File: src/rtl/zle_b_dec.sv
// Zero run-length decoder: 8-bit ZLE tokens in, 7-bit symbols out; runs expand to N zeros. Optional ZLE_DEC_ERR_EN adds sticky o_err.
// Latency: a token accepted on edge k shows its first symbol in cycle k+1; one symbol per cycle.
// Backpressure: single registered output slot; o_ready low freezes the slot and run count and drops i_ready.
module zle_b_dec (
    input  logic       clock,
    input  logic       reset,
    input  logic [7:0] i_d,
    input  logic       i_valid,
    output logic       i_ready,
    output logic [6:0] o_d,
    output logic       o_valid,
    input  logic       o_ready
`ifdef ZLE_DEC_ERR_EN
    ,
    output logic       o_err
`endif
);

    typedef enum logic {
        state_token = 1'b0,
        state_run   = 1'b1
    } state_t;

    state_t     state, state_n;
    logic [6:0] rem, rem_n;
    logic [6:0] o_d_n;
    logic       o_valid_n;
    logic       slot_free;
    logic       accept;
    logic       tok_run;
    logic [6:0] tok_val;
    logic       tok_drop;

    assign slot_free = !o_valid || o_ready;
    assign i_ready   = !reset && (state == state_token) && slot_free;
    assign accept    = i_valid && i_ready;
    assign tok_run   = i_d[7];
    assign tok_val   = i_d[6:0];

`ifdef ZLE_DEC_ERR_EN
    // 0x80 and 0x00 are both malformed: dropped and flagged
    logic err_n;
    assign tok_drop = (tok_val == 7'd0);
`else
    // only the empty run is dropped; literal 0x00 is a plain zero symbol
    assign tok_drop = tok_run && (tok_val == 7'd0);
`endif

    always_comb begin
        state_n   = state;
        rem_n     = rem;
        o_d_n     = o_d;
        o_valid_n = o_valid;
`ifdef ZLE_DEC_ERR_EN
        err_n     = o_err;
`endif
        if (slot_free) begin
            o_valid_n = 1'b0;
            if (state == state_run) begin
                if (rem != 7'd0) begin
                    o_d_n     = 7'd0;
                    o_valid_n = 1'b1;
                    rem_n     = rem - 7'd1;
                    if (rem == 7'd1) begin
                        state_n = state_token;
                    end
                end
            end else if (accept) begin
                if (tok_drop) begin
`ifdef ZLE_DEC_ERR_EN
                    err_n = 1'b1;
`endif
                end else if (tok_run) begin
                    o_d_n     = 7'd0;
                    o_valid_n = 1'b1;
                    rem_n     = tok_val - 7'd1;
                    if (tok_val != 7'd1) begin
                        state_n = state_run;
                    end
                end else begin
                    o_d_n     = tok_val;
                    o_valid_n = 1'b1;
                end
            end
        end
    end

    always_ff @(posedge clock) begin
        if (reset) begin
            state   <= state_token;
            rem     <= 7'd0;
            o_d     <= 7'd0;
            o_valid <= 1'b0;
`ifdef ZLE_DEC_ERR_EN
            o_err   <= 1'b0;
`endif
        end else begin
            state   <= state_n;
            rem     <= rem_n;
            o_d     <= o_d_n;
            o_valid <= o_valid_n;
`ifdef ZLE_DEC_ERR_EN
            o_err   <= err_n;
`endif
        end
    end

endmodule
File: config.mk
export PLATFORM = sky130hd
export DESIGN_NAME = zle_b_dec
export DESIGN_NICKNAME = d
export VERILOG_FILES = /design/src/rtl/zle_b_dec.sv
export SDC_FILE = /design/constraint.sdc
export NUM_CORES = 1
export LEC_CHECK = 0
export ABC_CLOCK_PERIOD_IN_PS = 4300
export CAP_MARGIN = 20
export CORE_UTILIZATION = 53
export CTS_CLUSTER_SIZE = 25
export DETAILED_ROUTE_END_ITERATION = 10
export MAX_ROUTING_LAYER = met4
export PLACE_DENSITY_LB_ADDON = 0.3
export SYNTH_ARGS = -nofsm -noshare
export SYNTH_HDL_FRONTEND = slang
export SYNTH_SLANG_ARGS = --single-unit
export TNS_END_PERCENT = 20
File: constraint.sdc
create_clock -name clock -period 4.3 [get_ports clock]
set_input_delay 0.43 -clock clock [delete_from_list [all_inputs] [get_ports clock]]
set_output_delay 0.43 -clock clock [all_outputs]
set_load 0.005 [all_outputs]
Word-level counts from Yosys, hierarchy flattened
Cells that the tools add are included.

Bitwise logic cells: 1. Add/subtract/negate cells: 2. Mux-type cells: 21. Reductions and logical operators: 13. Eq/ne operators: 4.

Operators by type and width (count): 7-bit two-way mux (10); 7-bit by 1-bit subtractor with 7-bit output, second input constant (2); 1-bit two-way mux (11); 7-bit by 1-bit == test with 1-bit output, second input constant (1); 7-bit zero test (1); 7-bit by 1-bit inequality test with 1-bit output, second input constant (1); 7-bit nonzero test (1); 5-bit AND reduction (1); 1-bit logical AND (4); 4-bit AND reduction (1); 2-bit nonzero test (2); 1-bit zero test (2); 2-bit by 1-bit inequality test with 1-bit output, second input constant (1); 2-bit inequality test, second input constant (1); 1-bit logical OR (1); 1-bit inverter (1).

Word-level logic and storage cells: 45. Bits in registers: 16. Output and inout port bits: 9. Input port bits: 12.

Depth between registers and ports, before layout
Gate-level depths: netlist (run 1).

Depth after elaboration: 6. Mapped depth: 8. Depth with buffers taken out: 7.

Least setup slack after synthesis (run 1)
Ideal clock, no wire load.

Path kind: reg2reg. Start: register rem[2]. End: register o_d[4]. Arrival time: 1.731 ns. Stages on the path, launching flop included: 7. Path buffers: 1. Required time: 4.185 ns. Clock period less this slack: 1.845 ns. Slack: 2.455 ns. Library setup time: 0.115 ns. Cell sequence: dfxtp_1 > or4_4 > o311a_4 > a31o_4 > buf_8 > nand3_1 > o21ai_2.

Cells in the longest elaborated chain, start to end: 3.

RTL lines: start: declaration (line 25) `logic [6:0] rem, rem_n;`; start signal: assignment (line 99) `rem <= rem_n;`; 7-bit nonzero test (line 60) `if (rem != 7'd0) begin`; 2-bit by 1-bit inequality test with 1-bit output (no source line); 4-bit AND reduction (no source line); end signal: assignment (line 100) `o_d <= o_d_n;`; end: declaration (line 10) `output logic [6:0] o_d,`.

Every way passes these cells. A chain may end at the register's enable or synchronous reset.

Worst setup path after layout (run 1)
Start: input port reset. End: output port i_ready.

Cells in the longest elaborated chain, start to end: 3.

RTL lines: start: declaration (line 6) `input logic reset,`; 1-bit zero test (line 35) `assign i_ready = !reset && (state == state_token) && slot_free;`; 1-bit logical AND (2 in series) (line 35); end: declaration (line 9) `output logic i_ready,`.

Every way passes these cells.

==> flow_metrics.py, run 1 <==
metrics = {
    "critical_path": {
        "path_max_fanout": 18,
        "critPathRequiredTime_ns": 3.87,
        "endpoint_kind": "output port",
        "crit_start": "reset",
        "regToRegStartpoint": "rem[2]$_SDFFE_PP0P_",
        "worst_setup_path_start_kind": "primary input",
        "path_class": "in2out",
        "ff2ff_path_depth": 5,
        "cp.arrival_ns": 2.24,
    },
    "floorplan": {
        "rows": 15,
        "fp.dieW_um": 46.6,
        "die-area_um2": 2170,
        "start_util": 0.584,
        "ios": 21,
        "core_area_um2": 1800,
        "die_h_um": 46.6,
    },
    "timing": {
        "worstMarginPinSlew_ns": 0.721,
        "setup_violations": 0,
        "max_freq_mhz": 374,
        "min_period_over_period": 0.622,
        "hold_viol": 0,
        "setup_tns_ns": 0,
        "period_needed_ns": 2.67,
        "skew_ns": 0.00261,
        "slew_headroom": 0.515,
        "drv_slew": 0,
        "rsz0062_at_grt": "false",
    },
    "clock_network": {
        "clkLatencyLatePin_ns": 0.28,
        "post_cts_resized": 0,
        "cts-root-buf": "clkbuf_4",
        "cts_hold_buf": 0,
        "h-tree-depth": 1,
        "cts_sinks": 16,
        "post_cts_buffers": 0,
        "clockBufferDepth": 2,
        "tritoncts": "built",
        "clk_pin_slew_ns": 0.09,
        "cts_buffers": 3,
    },
    "hold_path": {
        "holdPathStages": 2,
        "hold_start": "o_d[5]$_SDFFE_PP0P_",
        "min_path_type": "reg2reg",
    },
    "synth": {
        "syn-num-nets": 140,
        "netlist-cell-type-count": 35,
        "synth_seq_cells": 16,
        "synthCells": 122,
        "yosys.area.top_type": "dfxtp_1",
        "synth_edf_count": 0,
        "synth.area.top_cells": "dfxtp_1 30%, ha_1 7.1%, o21ai_2 5.8%, nand2b_1 5.4%, nand3_1 4.8%",
        "yosys_warnings": 0,
        "synth.most_common_cell": "dfxtp_1",
        "async_reset_ff_frac": 0,
        "avgSynthCellArea_um2": 8.63,
        "synth_common_cells": "16 x dfxtp_1, 10 x nand3_1, 9 x nand2b_1, 8 x a21oi_1, 8 x nand2_1",
        "ys.flop_type": "dfxtp_1",
        "yosysTopAreaCellShare": 0.304,
        "yosysSeqAreaShare": 0.304,
        "synth_area_um2": 1050,
    },
    "global_route": {
        "grt_pass1_wl_mm": 3.49,
        "grt_pass1_vias": 825,
        "antenna_found_initial": 0,
        "gr-total-overflow": 0,
        "grt.total_usage": 0.242,
        "grt_max_degree": 22,
    },
    "layout": {
        "finalNetCount": 160,
        "layout-drive-gt1-share": 0.129,
        "syn2layout_area_growth_pct": 21.3,
        "postLayoutCoreUtil": 0.708,
        "n_fill_cell": 154,
        "diodes": 0,
    },
    "placement": {
        "port_buffers": 20,
        "dp_hpwl_mm": 1.72,
        "gp_congestion": 0.886,
    },
    "detailed_routing": {
        "drt-total-wl_mm": 2.29,
        "wl_per_cell_um": 13.9,
        "drt_iter0_markers": 21,
        "dr.pass1.iters": 4,
        "postRouteAntennaNets": 0,
        "post-route-drc-count": 0,
        "route.vias.total": 946,
        "via_per_inst": 5.73,
    },
    "pwr": {
        "peakVddDrop_v": 0.000180,
        "power.total_mw": 0.340,
        "p_leak_nw": 0.450,
        "power_density_nw_per_um2": 267,
    },
    "job": {
        "maxCapViolCount": 0,
    },
    "status": {
        "status": "completed",
    },
}
==> critical path: stages <==
cell and delay (ns):
clkdlybuf4s50_1 0.71, nor3b_2 0.51, clkdlybuf4s50_1 0.58
==> through the flow <==
stage | hold slack (ns) | setup WS (ns) | instances | area [um^2]
2_1_floorplan | 0.467 | 2.45 | 122 | 1050
3_3_place_gp | 0.463 | 1.66 | 162 | 1250
3_5_place_dp | 0.470 | 1.63 | 162 | 1250
4_1_cts | 0.486 | 1.61 | 165 | 1280
5_1_grt | 0.499 | 1.51 | 165 | 1280
6_report | 0.481 | 1.63 | 165 | 1280
==> flip-flops by register name (all words and copies together), names as in the netlist <==
register  count
o_d           7
rem           7
o_valid       1
state         1
==> cells by family after synthesis <==
family / share of synthesized area
compound gates: 0.281
buf+inv: 0.0535
fa+ha+maj: 0.0713
simple gates: 0.229
flops: 0.304
mux: 0.0190
xor+xnor: 0.0416
==> where the power goes <==
part / switching (mW) / leakage [nW] / internal, mW / total [mW]
combinational: 0.0470 / 0.305 / 0.0473 / 0.0943
sequential: 0.0103 / 0.130 / 0.158 / 0.168
clock: 0.0452 / 0.0138 / 0.0325 / 0.0777
total: 0.103 / 0.450 / 0.238 / 0.340
==> layer usage <==
metal  track usage  share of wire  vias to the layer above  wire length [um]
met1         0.306           0.44                      440              1010
met5             -              0                        -                 0
met3        0.0510          0.050                        4               115
met4         0.124          0.014                        0                31
met2         0.358           0.50                       25              1140
li1              -              -                      477                 -
==> layout by cell type, fill, tap and decap left out, drive strengths merged, types with 3 or more instances in the layout <==
cell type / n
o211ai: 3
clkbuf: 3
clkdlybuf4s50: 20
nand3: 10
a21oi: 8
inv: 7
nor2: 7
nand2: 8
ha: 6
nand2b: 9
xnor2: 5
dfxtp: 16
o21ai: 14
==> cell type report <==
class	count	area, um^2	area share
Tap cell	25	31.3	0.0245
Timing Repair Buffer	20	200	0.157
Clock buffer	3	22.5	0.0176
Inverter	7	26.3	0.0206
Multi-Input combinational cell	94	676	0.529
Sequential cell	16	320	0.251
==> worst paths after layout <==
kind / to / slack, ns
max: i_ready / 1.63
min: o_d[5]$_SDFFE_PP0P_ / 0.48
max reg2reg: rem[1]$_SDFFE_PP0P_ / 2.35
min reg2reg: o_d[5]$_SDFFE_PP0P_ / 0.48
Power figures use the tool's default switching activity.
==> run 2, diff against run 1 <==
ABC_CLOCK_PERIOD_IN_PS = 2200   (was 4300)
CORE_UTILIZATION = 45   (was 53)
clock period = 2.2 ns   (was 4.3 ns; I/O delays follow)
==> run 2 against run 1 <==
  * Critical path depth grew 2
  * Clock power grew to 2.6 times the previous value
  * Via count up 2.6%
  * Clock-buffer cell count rose by 1
  * Register-to-register slack got worse by 2.1 ns
  * Final cell count up 5.5%
  * Utilization down 11 points
  * Total power is 110% higher
  * Global-route usage is 3.0 points lower
  * Die area is 17% higher
  * Worst hold slack better by 0.00053 ns
  * Critical endpoint is now rem[3]$_SDFFE_PP0P_
  * Largest cell class unchanged
  * Highest routed layer unchanged
==> flow_metrics.py, run 2 (synthesis results as in run 1) <==
metrics = {
    "layout": {
        "diodes": 0,
        "final_common_cell": "clkdlybuf4s50_1",
        "finalNetCount": 165,
        "syn2layout_area_growth_pct": 26.5,
        "final_cells": 174,
        "mostFrequentLayoutCells": "20 x clkdlybuf4s50_1, 16 x dfxtp_1, 10 x nand3_1",
        "multi_input_area_um2": 676,
        "layout-drive-gt1-share": 0.164,
        "n_fill_cell": 203,
        "fin_area_um2": 1330,
        "reg_top3": "o_d (7), rem (7)",
        "final-seq-area_um2": 320,
    },
    "clock_network": {
        "cts_sinks": 16,
        "post_cts_resized": 0,
        "cts_hold_buf": 0,
        "clkLatencyLatePin_ns": 0.29,
        "cts-root-buf": "clkbuf_4",
        "h-tree-depth": 1,
        "tritoncts": "built",
        "clk_pin_slew_ns": 0.10,
        "cts_buffers": 3,
        "post_cts_buffers": 0,
        "clockBufferDepth": 2,
    },
    "critical_path": {
        "cp_slowest_cell": "or4_4",
        "worst_setup_path_start_kind": "register",
        "cp_num_buf_inv": 0,
        "cp_slowest_stage_delay_ns": 0.58,
        "path_class": "reg2reg",
        "critPathRequiredTime_ns": 2.43,
        "path_max_fanout": 7,
        "crit_family": "compound AO/OA/AOI/OAI gates",
        "regToRegStartpoint": "rem[2]$_SDFFE_PP0P_",
        "endpoint_kind": "register",
        "cp.arrival_ns": 2.18,
        "worstPathCellList": "or4_4 -> o311a_4 -> a41oi_4 -> o21ai_1 -> a21oi_1",
        "ff2ff_path_depth": 5,
        "reg2reg_slack_ns": 0.25,
        "r2r-end": "rem[3]$_SDFFE_PP0P_",
    },
    "timing": {
        "setup_tns_ns": 0,
        "fin_ws_ns": 0.249,
        "period_needed_ns": 1.95,
        "max_freq_mhz": 513,
        "drv_slew": 0,
        "slew_headroom": 0.687,
        "rsz0062_at_grt": "false",
        "min_period_over_period": 0.887,
        "worstMarginPinSlew_ns": 0.467,
        "setup_violations": 0,
        "skew_ns": 0.000772,
        "hold_viol": 0,
    },
    "hold_path": {
        "holdPathStages": 2,
        "min_path_type": "reg2reg",
        "whs_endpoint": "o_d[3]$_SDFFE_PP0P_",
        "hold_start": "o_d[3]$_SDFFE_PP0P_",
    },
    "status": {
        "status": "completed",
    },
    "placement": {
        "gp_congestion": 0.869,
        "numPlacedInstances": 170,
        "port_buffers": 20,
        "dp_hpwl_mm": 1.79,
        "placed_area_um2": 1290,
        "place_ws_ns": 0.158,
    },
    "job": {
        "maxCapViolCount": 0,
    },
    "pwr": {
        "p_leak_nw": 0.482,
        "peakVddDrop_v": 0.000342,
        "power_density_nw_per_um2": 542,
    },
    "floorplan": {
        "die-area_um2": 2540,
        "rows": 17,
        "core_area_um2": 2210,
        "start_util": 0.476,
        "die_h_um": 50.4,
        "ios": 21,
        "fp.dieW_um": 50.4,
    },
    "detailed_routing": {
        "post-route-drc-count": 0,
        "route.vias.total": 971,
        "via_per_inst": 5.58,
        "postRouteAntennaNets": 0,
        "wl_per_cell_um": 13.2,
        "drt-total-wl_mm": 2.31,
        "dr.pass1.iters": 4,
        "drt_iter0_markers": 17,
    },
    "global_route": {
        "grt_pass1_wl_mm": 3.99,
        "antenna_found_initial": 0,
        "gr-total-overflow": 0,
        "grt.total_usage": 0.212,
        "grt_pass1_vias": 908,
        "grt_max_degree": 18,
    },
}
-- run 2: where the power goes --
part	switching [mW]	internal [mW]
clock network	0.102	0.101
logic	0.0948	0.0984
registers	0.0176	0.309
total	0.214	0.508
-- run 2: final cells by class --
cell class / instances / share of cell area
clock buffer: 4 / 0.0273
inverter: 7 / 0.0197
tap: 28 / 0.0263
multi-input combinational: 94 / 0.508
sequential: 16 / 0.241
timing repair buffer: 25 / 0.179
-- run 2: layer usage --
layer  vias to the layer above  track usage  part of all wire
met5                         -            -                 0
met2                        23        0.340              0.48
met4                         0       0.0741             0.013
li1                        491            -                 -
met1                       453        0.267              0.47
met3                         4       0.0364             0.039
-- run 2: stage by stage --
stage	hold WS [ns]	total power [mW]	util
final	0.482	0.722	0.602
after global routing	0.504	0.763	0.602
after CTS	0.487	0.728	0.602
after detailed placement	0.469	0.526	0.585
after global placement	0.459	0.522	0.585
after floorplan	0.363	0.450	-
-- run 2: tightest hold or removal path: stages, from the launching register on --
cell and delay, ns:
dfxtp_1 0.32, nand2b_1 0.08, o21ai_2 0.05
-- run 2: worst max path at each step --
| stage | start | cells after the start | end | slack (ns) |
|---|---|---|---|---|
| floorplan | rem[2]$_SDFFE_PP0P_ | 6 | o_d[4]$_SDFFE_PP0P_ | 0.35 |
| global placement | i_d[4] | 7 | rem[0]$_SDFFE_PP0P_ | 0.23 |
| detailed placement | i_d[4] | 7 | rem[3]$_SDFFE_PP0P_ | 0.16 |
| CTS | rem[2]$_SDFFE_PP0P_ | 5 | rem[3]$_SDFFE_PP0P_ | 0.25 |
| global route | rem[2]$_SDFFE_PP0P_ | 5 | rem[5]$_SDFFE_PP0P_ | 0.18 |
| finish | rem[2]$_SDFFE_PP0P_ | 5 | rem[3]$_SDFFE_PP0P_ | 0.25 |
==> run 3, diff against run 2 <==
ABC_CLOCK_PERIOD_IN_PS = 1900   (was 2200)
CAP_MARGIN = unset   (was 20)
CORE_MARGIN = 1   (was unset)
CORE_UTILIZATION = 50   (was 45)
clock period = 1.9 ns   (was 2.2 ns; I/O delays follow)
==> run 3 against run 2 <==
  * Routed wire length up 6.1%
  * Via count up 2.4%
  * Clock skew up 0.017 ns
  * Utilization up 11 points
  * Sequential share of layout area down 0.99 points
  * Worst setup slack worse by 0.23 ns
  * Critical path depth unchanged
  * Maximum frequency up 3.8%
  * Total power up 18%
  * Critical endpoint is now rem[6]$_SDFFE_PP0P_
  * Worst hold slack worse by 0.0059 ns
  * Register-to-register slack worse by 0.23 ns
  * Critical path type unchanged
  * First-iteration DRC count up 65%
  * Largest power group unchanged
==> flow_metrics.py, run 3 (synthesis results as in run 1) <==
metrics = {
    "floorplan": {
        "core_area_um2": 1960,
        "die-area_um2": 2290,
        "fp.dieW_um": 47.9,
        "die_h_um": 47.9,
        "start_util": 0.536,
        "ios": 21,
        "rows": 16,
    },
    "timing": {
        "period_needed_ns": 1.88,
        "finalHoldWorstSlack_ns": 0.476,
        "hold_viol": 0,
        "worstMarginPinSlew_ns": 0.461,
        "skew_ns": 0.0177,
        "max_freq_mhz": 532,
        "setup_tns_ns": 0,
        "drv_slew": 0,
        "min_period_over_period": 0.989,
        "rsz0062_at_grt": "true",
        "slew_headroom": 0.692,
        "setup_violations": 0,
    },
    "placement": {
        "dp_hpwl_mm": 1.79,
        "port_buffers": 20,
        "gp_congestion": 0.883,
        "numPlacedInstances": 175,
    },
    "clock_network": {
        "clockBufferDepth": 2,
        "cts_sinks": 16,
        "h-tree-depth": 1,
        "tritoncts": "built",
        "cts-root-buf": "clkbuf_4",
        "clk_pin_slew_ns": 0.11,
        "cts_buffers": 3,
        "cts_hold_buf": 0,
        "clkLatencyLatePin_ns": 0.30,
    },
    "detailed_routing": {
        "post-route-drc-count": 0,
        "drt-total-wl_mm": 2.45,
        "dr.pass1.iters": 4,
        "wl_per_cell_um": 13.6,
        "drt_iter0_markers": 28,
        "postRouteAntennaNets": 0,
        "via_per_inst": 5.52,
        "route.vias.total": 994,
    },
    "layout": {
        "syn2layout_area_growth_pct": 32.5,
        "finalNetCount": 172,
        "reg_top3": "o_d (7), rem (7)",
        "postLayoutCoreUtil": 0.710,
        "final_cells": 180,
        "layout-drive-gt1-share": 0.209,
        "diodes": 0,
        "mostFrequentLayoutCells": "20 x clkdlybuf4s50_1, 15 x dfxtp_1, 12 x buf_4",
        "n_fill_cell": 179,
        "final_common_cell": "clkdlybuf4s50_1",
    },
    "critical_path": {
        "cp_slowest_cell": "or4_4",
        "path_class": "reg2reg",
        "cp.arrival_ns": 2.08,
        "path_max_fanout": 7,
        "worstPathCellList": "or4_4 -> o311a_4 -> a41oi_4 -> buf_4 -> o32ai_1",
        "crit_family": "compound AO/OA/AOI/OAI gates",
        "critPathRequiredTime_ns": 2.10,
        "cp_slowest_stage_delay_ns": 0.55,
        "worst_setup_path_start_kind": "register",
        "reg2reg_slack_ns": 0.02,
        "cp_num_buf_inv": 1,
        "endpoint_kind": "register",
    },
    "global_route": {
        "gr-total-overflow": 0,
        "grt_pass1_wl_mm": 3.62,
        "antenna_found_initial": 0,
        "grt.total_usage": 0.240,
        "grt_max_degree": 21,
        "grt_pass1_vias": 830,
    },
    "pwr": {
        "power_density_nw_per_um2": 613,
        "p_leak_nw": 0.516,
        "peakVddDrop_v": 0.000614,
    },
    "hold_path": {
        "min_path_type": "in2reg",
    },
    "status": {
        "status": "completed",
    },
    "job": {
        "maxCapViolCount": 0,
    },
}
==> run 3: cell count changes in the layout (fill, tap and decap cells not counted), sizes merged <==
cell / before / now
buf: 5 / 12
==> run 3: area by class of cell <==
type / count / area (um^2) / share of cell area
Multi-Input combinational cell: 94 / 686 / 0.492
Sequential cell: 16 / 322 / 0.231
Timing Repair Buffer: 32 / 290 / 0.208
Clock buffer: 4 / 36.3 / 0.0260
Tap cell: 27 / 33.8 / 0.0242
Inverter: 7 / 26.3 / 0.0189
==> run 3: per-layer routing <==
| metal | track usage | up-vias | part of all wire |
|---|---|---|---|
| li1 | - | 507 | - |
| met3 | 0.0340 | 4 | 0.042 |
| met4 | 0.133 | 0 | 0.020 |
| met5 | - | - | 0 |
| met2 | 0.381 | 28 | 0.48 |
| met1 | 0.290 | 455 | 0.46 |
==> run 3: worst paths after layout <==
| check | from | to | cells after the start |
|---|---|---|---|
| setup / recovery | rem[3]$_SDFFE_PP0P_ | rem[6]$_SDFFE_PP0P_ | 5 |
| hold / removal | i_d[6] | o_d[6]$_SDFFE_PP0P_ | 3 |
| setup reg to reg | rem[3]$_SDFFE_PP0P_ | rem[6]$_SDFFE_PP0P_ | 5 |
| hold reg to reg | o_d[4]$_SDFFE_PP0P_ | o_d[4]$_SDFFE_PP0P_ | 2 |
==> run 3: timing repair <==
action,4_1_cts,5_1_grt
endpoints found under the setup margin,1,5
setup buffers,1,0
resized for setup,0,2
pin swaps,0,1
==> run 3: through the flow <==
stage	power [mW]	instance area, um^2	setup slack [ns]
finish	0.854	1390	0.0205
global route	0.891	1390	-0.0108
CTS	0.854	1380	0.000870
detailed placement	0.621	1340	-0.0188
global placement	0.613	1340	0.0121
floorplan	0.521	1050	0.0547
==> run 3: power breakdown <==
part	leakage, nW	internal (mW)	total [mW]	switching (mW)
logic	0.364	0.126	0.248	0.122
registers	0.131	0.358	0.374	0.0165
clock network	0.0210	0.117	0.232	0.115
==> run 3: worst register-to-register path, delay by kind of cell, from the launching register on <==
| family | cells | cell delay (ns) |
|---|---|---|
| flip-flops | 1 | 0.35 |
| AO/OA/AOI/OAI | 3 | 0.72 |
| buffers and inverters | 1 | 0.17 |
| AND/OR/NAND/NOR | 1 | 0.55 |
